`src/rtl/reg_bank_pkg.sv`:
```
// Shared types and default sizes for the register-bank write sequencer.
// Imported by the sequencer top, its request FIFO and the bench.
package reg_bank_pkg;

    localparam int DEF_DW    = 32;
    localparam int DEF_NREGS = 32;
    localparam int DEF_AW    = 5;

    typedef enum logic [1:0] {
        IDLE,
        SETUP,
        STROBE,
        HOLD
    } state_t;

    typedef struct packed {
        logic [DEF_AW-1:0] addr;
        logic [DEF_DW-1:0] data;
    } req_t;

endpackage

```
`src/rtl/reg_wr_fifo.sv`:
```
// Small synchronous FIFO holding pending register write requests.
// Overflowing pushes and underflowing pops are ignored.
module reg_wr_fifo #(
    parameter int W     = 37,
    parameter int DEPTH = 4
) (
    input  logic                     clk,
    input  logic                     rst_n,
    input  logic                     push,
    input  logic [W-1:0]             push_data,
    input  logic                     pop,
    output logic [W-1:0]             pop_data,
    output logic                     full,
    output logic                     empty,
    output logic [$clog2(DEPTH):0]   count
);

    localparam int PW = $clog2(DEPTH);
    localparam int CW = PW + 1;

    logic [W-1:0]  mem [DEPTH];
    logic [PW-1:0] wptr;
    logic [PW-1:0] rptr;
    logic          do_push;
    logic          do_pop;

    assign full     = (count == CW'(DEPTH));
    assign empty    = (count == '0);
    assign do_push  = push & ~full;
    assign do_pop   = pop & ~empty;
    assign pop_data = mem[rptr];

    // Storage array: written on accepted push only.
    always_ff @(posedge clk) begin
        if (do_push) begin
            mem[wptr] <= push_data;
        end
    end

    // Pointers and occupancy; push and pop together leave count unchanged.
    always_ff @(posedge clk) begin
        if (!rst_n) begin
            wptr  <= '0;
            rptr  <= '0;
            count <= '0;
        end else begin
            if (do_push) begin
                wptr <= wptr + PW'(1);
            end
            if (do_pop) begin
                rptr <= rptr + PW'(1);
            end
            count <= count + CW'(do_push) - CW'(do_pop);
        end
    end

endmodule

```
`src/rtl/reg_bank_wr_seq.sv`:
```
// Write-port sequencer: queues requests and plays each one out as a
// SETUP / STROBE / HOLD sequence on the shared bus and one-hot strobes.
module reg_bank_wr_seq
    import reg_bank_pkg::*;
#(
    parameter int DW       = DEF_DW,
    parameter int NREGS    = DEF_NREGS,
    parameter int AW       = DEF_AW,
    parameter int DEPTH    = 4,
    parameter int ZERO_REG = 1
) (
    input  logic             clk,
    input  logic             rst_n,
    input  logic             req_valid,
    output logic             req_ready,
    input  logic [AW-1:0]    req_addr,
    input  logic [DW-1:0]    req_data,
    input  logic [NREGS-1:0] rd_lock,
    output logic [DW-1:0]    wr_data,
    output logic [NREGS-1:0] wr_strobe,
    output logic             busy,
    output logic [7:0]       zero_wr_cnt
);

    localparam int CW = $clog2(DEPTH) + 1;
    localparam int NA = 1 << AW;

    function automatic logic [NA-1:0] range_mask();
        logic [NA-1:0] m;
        m = '0;
        for (int i = 0; i < NA; i++) begin
            m[i] = (i < NREGS);
        end
        return m;
    endfunction

    localparam logic [NA-1:0] IN_RANGE = range_mask();

    state_t            state;
    state_t            state_nx;
    logic              live_q;
    logic [AW-1:0]     addr_q;
    logic [NREGS-1:0]  sel;
    logic              locked;
    logic              push;
    logic              pop;
    logic              load;
    logic              zero_hit;
    logic              full;
    logic              empty;
    logic [CW-1:0]     count;
    logic [AW+DW-1:0]  head;
    logic [AW-1:0]     head_addr;
    logic [DW-1:0]     head_data;
    logic              is_zero;
    logic              drop;

    assign req_ready = live_q & (count < CW'(DEPTH));
    assign push      = req_valid & req_ready & ~full;
    assign {head_addr, head_data} = head;

    assign is_zero = (ZERO_REG != 0) && (head_addr == '0);
    assign drop    = is_zero | ~IN_RANGE[head_addr];

    assign sel    = NREGS'(1) << addr_q;
    assign locked = |(rd_lock & sel);
    assign busy   = ~empty | (state != IDLE);

    reg_wr_fifo #(
        .W     (AW + DW),
        .DEPTH (DEPTH)
    ) u_fifo (
        .clk       (clk),
        .rst_n     (rst_n),
        .push      (push),
        .push_data ({req_addr, req_data}),
        .pop       (pop),
        .pop_data  (head),
        .full      (full),
        .empty     (empty),
        .count     (count)
    );

    // State register.
    always_ff @(posedge clk) begin
        if (!rst_n) begin
            state <= IDLE;
        end else begin
            state <= state_nx;
        end
    end

    // Next state plus pop/load/discard decisions from the FIFO head.
    always_comb begin
        state_nx = state;
        pop      = 1'b0;
        load     = 1'b0;
        zero_hit = 1'b0;
        case (state)
            IDLE, HOLD: begin
                state_nx = IDLE;
                if (!empty) begin
                    pop = 1'b1;
                    if (drop) begin
                        zero_hit = is_zero;
                    end else begin
                        load     = 1'b1;
                        state_nx = SETUP;
                    end
                end
            end
            SETUP: begin
                if (!locked) begin
                    state_nx = STROBE;
                end
            end
            STROBE: begin
                state_nx = HOLD;
            end
            default: begin
                state_nx = IDLE;
            end
        endcase
    end

    // Bus data, flopped strobes, ready gating and discard counter.
    always_ff @(posedge clk) begin
        if (!rst_n) begin
            live_q      <= 1'b0;
            addr_q      <= '0;
            wr_data     <= '0;
            wr_strobe   <= '0;
            zero_wr_cnt <= '0;
        end else begin
            live_q <= 1'b1;
            if (load) begin
                addr_q  <= head_addr;
                wr_data <= head_data;
            end
            if (state == SETUP && !locked) begin
                wr_strobe <= sel;
            end else begin
                wr_strobe <= '0;
            end
            if (zero_hit && zero_wr_cnt != 8'hFF) begin
                zero_wr_cnt <= zero_wr_cnt + 8'd1;
            end
        end
    end

endmodule

```
`config.mk`:
```
export PLATFORM = sky130hd
export DESIGN_NAME = reg_bank_wr_seq
export DESIGN_NICKNAME = d
export VERILOG_FILES = /design/src/rtl/reg_bank_pkg.sv /design/src/rtl/reg_wr_fifo.sv /design/src/rtl/reg_bank_wr_seq.sv
export SDC_FILE = /design/constraint.sdc
export NUM_CORES = 1
export LEC_CHECK = 0
export ABC_AREA = 0
export CAP_MARGIN = 40
export CORE_MARGIN = 8
export CORE_UTILIZATION = 48
export CTS_CLUSTER_SIZE = 30
export DETAILED_ROUTE_END_ITERATION = 16
export PLACE_DENSITY = 0.8
export SLEW_MARGIN = 15
export SYNTH_ARGS = -nofsm -noshare
export SYNTH_HDL_FRONTEND = slang
export SYNTH_SLANG_ARGS = --single-unit
```
`constraint.sdc`:
```
create_clock -name clk -period 2.4 [get_ports clk]
set_input_delay 0.36 -clock clk [delete_from_list [all_inputs] [get_ports clk]]
set_output_delay 0.36 -clock clk [all_outputs]
set_load 0.01 [all_outputs]
```
==> metrics.md <==
| Metric | Value |
|---|---|
| Synth Area in XOR/XNOR | 0.00951 |
| Max-Cap Viols | 0 |
| Final Hold Violating Endpoints | 0 |
| TritonCTS clock tree | yes |
| Compound-cell area share of the yosys netlist | 0.0447 |
| Total track usage | 0.174 |
| Asr flop ratio synth | 0 |
| Post-Route WL | 21300 um |
| Post-DP HPWL | 14200 um |
| P per Cell Area | 1130 nW/um^2 |
| Fmax | 438 MHz |
| CP endpoint kind | flip-flop |
| Number of global-route vias before repair | 6097 |
| Initial antenna violation count | 2 |
| Tot Pwr | 13.4 mW |
| Vias per cell | 5.58 |
| Post-DR wirelength/cell | 20.6 um |
| Clk_lat worst skew | 0.50 ns |
| Worst-Margin Slew | 0.481 ns |
| Post-synthesis mux area share | 0.101 |
| Setup ws final | 0.118 ns |
| # nets final | 863 |
| Dominant cells by area after synthesis | edfxtp_1 (48%), dfxtp_1 (19%), mux4_2 (9.0%) |
| Layout cell share with drive strength beyond 1 | 0.202 |
| Final ANT Viol Nets | 0 |
| Netlist cell types | 57 |
| Most frequent cells in the layout | edfxtp_1 (148), clkdlybuf4s50_1 (145), nand2_1 (88), dfxtp_1 (85), a21oi_1 (42) |
| Met1 Track Usage GR | 0.208 |
| Core area | 18800 sq um |
| Cts bufs inserted | 24 |
| Congestion Overflow GR | 0 |
| Max H-tree Level | 1 |
| LEAKAGE | 3.95 nW |
| VDD IR max | 977 uV |
| DP Cell Count | 988 |
| Area share of the leading cell type in the synthesized netlist | 0.483 |
| DRC | 0 |
| Hold Crit Class | reg -> reg |
| Seq/Total Area, Yosys | 0.676 |
| Die Area | 23900 sq um |
| Drt first pass iters | 5 |
| Max Transition Viols Final | 0 |
| Clock skew | 0.0123 ns |
| CP required | 2.83 ns |
| Type of the worst setup path | reg -> reg |
| Post-synthesis simple-gate area fraction | 0.124 |
| Largest net degree at the start of global routing | 38 |
| Via Count | 5755 |
| Cts hold-fix bufs | 0 |
| P&R area growth vs syn | 29.1% |
| CTS Sinks | 237 |
| Worst EP arrival | 2.71 ns |
| DRT iter0 DRCs | 389 |
| Outcome | finished clean |
| Most common cell after layout, fill and taps aside | edfxtp_1 |
| Setup-failing EPs final | 0 |
| Main combinational cell family by area after synthesis | simple AND/OR/NAND/NOR gates |
| Mapped Area | 9210 sq um |
| Synth Net Count | 697 |
| Die width | 155 um |
| Largest fanout on the critical path | 7 |
| Clock slew seen by the registers of the worst setup and hold paths | 0.06 ns |
| Initial Util | 0.491 |
| Relative slew slack | 0.679 |
| Layout Cells excl Fill | 1032 |
| Startpoint types | flip-flop |
| Die Height | 155 um |
| IO buf count | 145 |
| GRT met3 Usage | 0.0507 |
| Final min period | 2.28 ns |
| Antenna diodes | 0 |
| Root Driver | clkbuf_16 |
| Post-Syn Area per Cell | 15.0 sq um |
| Top Usage Layer GRT | met2 |
| Post-Synth Adder-Cell Area | 0.0158 |
| RSZ-0062 raised after global routing | yes |
| Met2 Use GR | 0.306 |
| Final setup TNS | 0 ns |
| Final period util | 0.951 |
| Yosys top cell by area | edfxtp_1 |
| Synth warn | 0 |
| Syn Inst Count | 614 |
| Pre-CTS setup slack | -0.159 ns |
| Core Rows | 50 |
| Synth Register Bits | 237 |
| EDFF count, synth | 148 |
| First-pass GRT wire length | 33300 um |
| CTS Buffer Depth | 3 |
| Final GP Congestion | 0.881 |
| Main synth FF type | edfxtp_1 |
| I/O pin total | 146 |
-- area by class of cell --
| type | instances | area (sq um) |
|---|---|---|
| multi-input cells | 322 | 2750 |
| clock inverters | 3 | 41.3 |
| flip-flops and latches | 237 | 6240 |
| inverters | 13 | 48.8 |
| repair buffers | 182 | 1790 |
| fillers | 1347 | 6880 |
| clock buffers | 41 | 734 |
| well taps | 234 | 293 |
-- flip-flops by register name, indices dropped and copies added (netlist names), named ones only --
name,flops
wr_data,32
zero_wr_cnt,8
u_fifo.rptr,2
addr_q,5
u_fifo.wptr,2
wr_strobe,32
live_q,1
u_fifo.count,3
state,2
u_fifo.mem,148
-- what timing repair did --
action,CTS,global route
setup endpoints to repair,17,18
resized for setup,2,8
setup buffers,0,0
-- critical path, cell delays in order (launching register included) --
cell	delay [ns]
dfxtp_4	0.42
buf_4	0.18
mux4_2	0.58
and4b_1	0.35
nand4_2	0.18
or3_1	0.35
a21oi_1	0.16
-- synth_stat cells (all sizes together) (3+ instances only) --
cell,count
edfxtp,148
dfxtp,89
nand2,89
a21oi,42
mux4,37
nor4,31
clkbuf,24
buf,18
nor2,17
inv,12
ha,10
mux2i,9
nand3b,8
xnor2,7
and3,6
nand2b,5
o32ai,5
and2,4
nand3,4
o21ai,4
or3,4
or3b,4
nor3,3
or2,3
xor2,3
-- worst paths after layout --
| path | to | depth (start not counted) | slack [ns] | start |
|---|---|---|---|---|
| max reg2reg | zero_wr_cnt[7] | 6 | 0.12 | flip-flop |
| min reg2reg | wr_data[0] | 2 | 0.46 | wr_data[0] |
| min | wr_data[0] | 2 | 0.46 | wr_data[0] |
| max | zero_wr_cnt[7] | 6 | 0.12 | flip-flop |
-- through the flow --
step	area, sq um	hold slack [ns]	utilization
after floorplan	9210	0.388	-
after global placement	11100	0.445	0.590
after detailed placement	11100	0.446	0.590
after CTS	11900	0.463	0.632
after global routing	11900	0.476	0.634
final	11900	0.456	0.634
-- kinds of logic (layout without fill, tap and decap cells) --
group                      Yosys count  in the layout
adders and majority gates           11             11
xor gates and xnor gates            10             10
DFF                                237            237
buffers and inverters               55            239
and+or+nand+nor                    189            189
muxes                               47             47
AOI/OAI and AO/OA                   65             65
-- per-layer routing --
| metal | wire length [um] | up-vias | share of wire |
|---|---|---|---|
| li1 | - | 2631 | - |
| met1 | 8430 | 2848 | 0.40 |
| met2 | 10600 | 239 | 0.50 |
| met3 | 1940 | 33 | 0.091 |
| met4 | 247 | 4 | 0.012 |
| met5 | 23 | - | 0.0011 |
-- where the power goes --
part	internal, mW	switching, mW	leakage (nW)
combinational	2.05	2.61	1.49
clock	2.18	1.43	0.385
sequential	4.81	0.340	2.07
total	9.04	4.39	3.95
No activity file was read; power rests on OpenSTA's default activity.
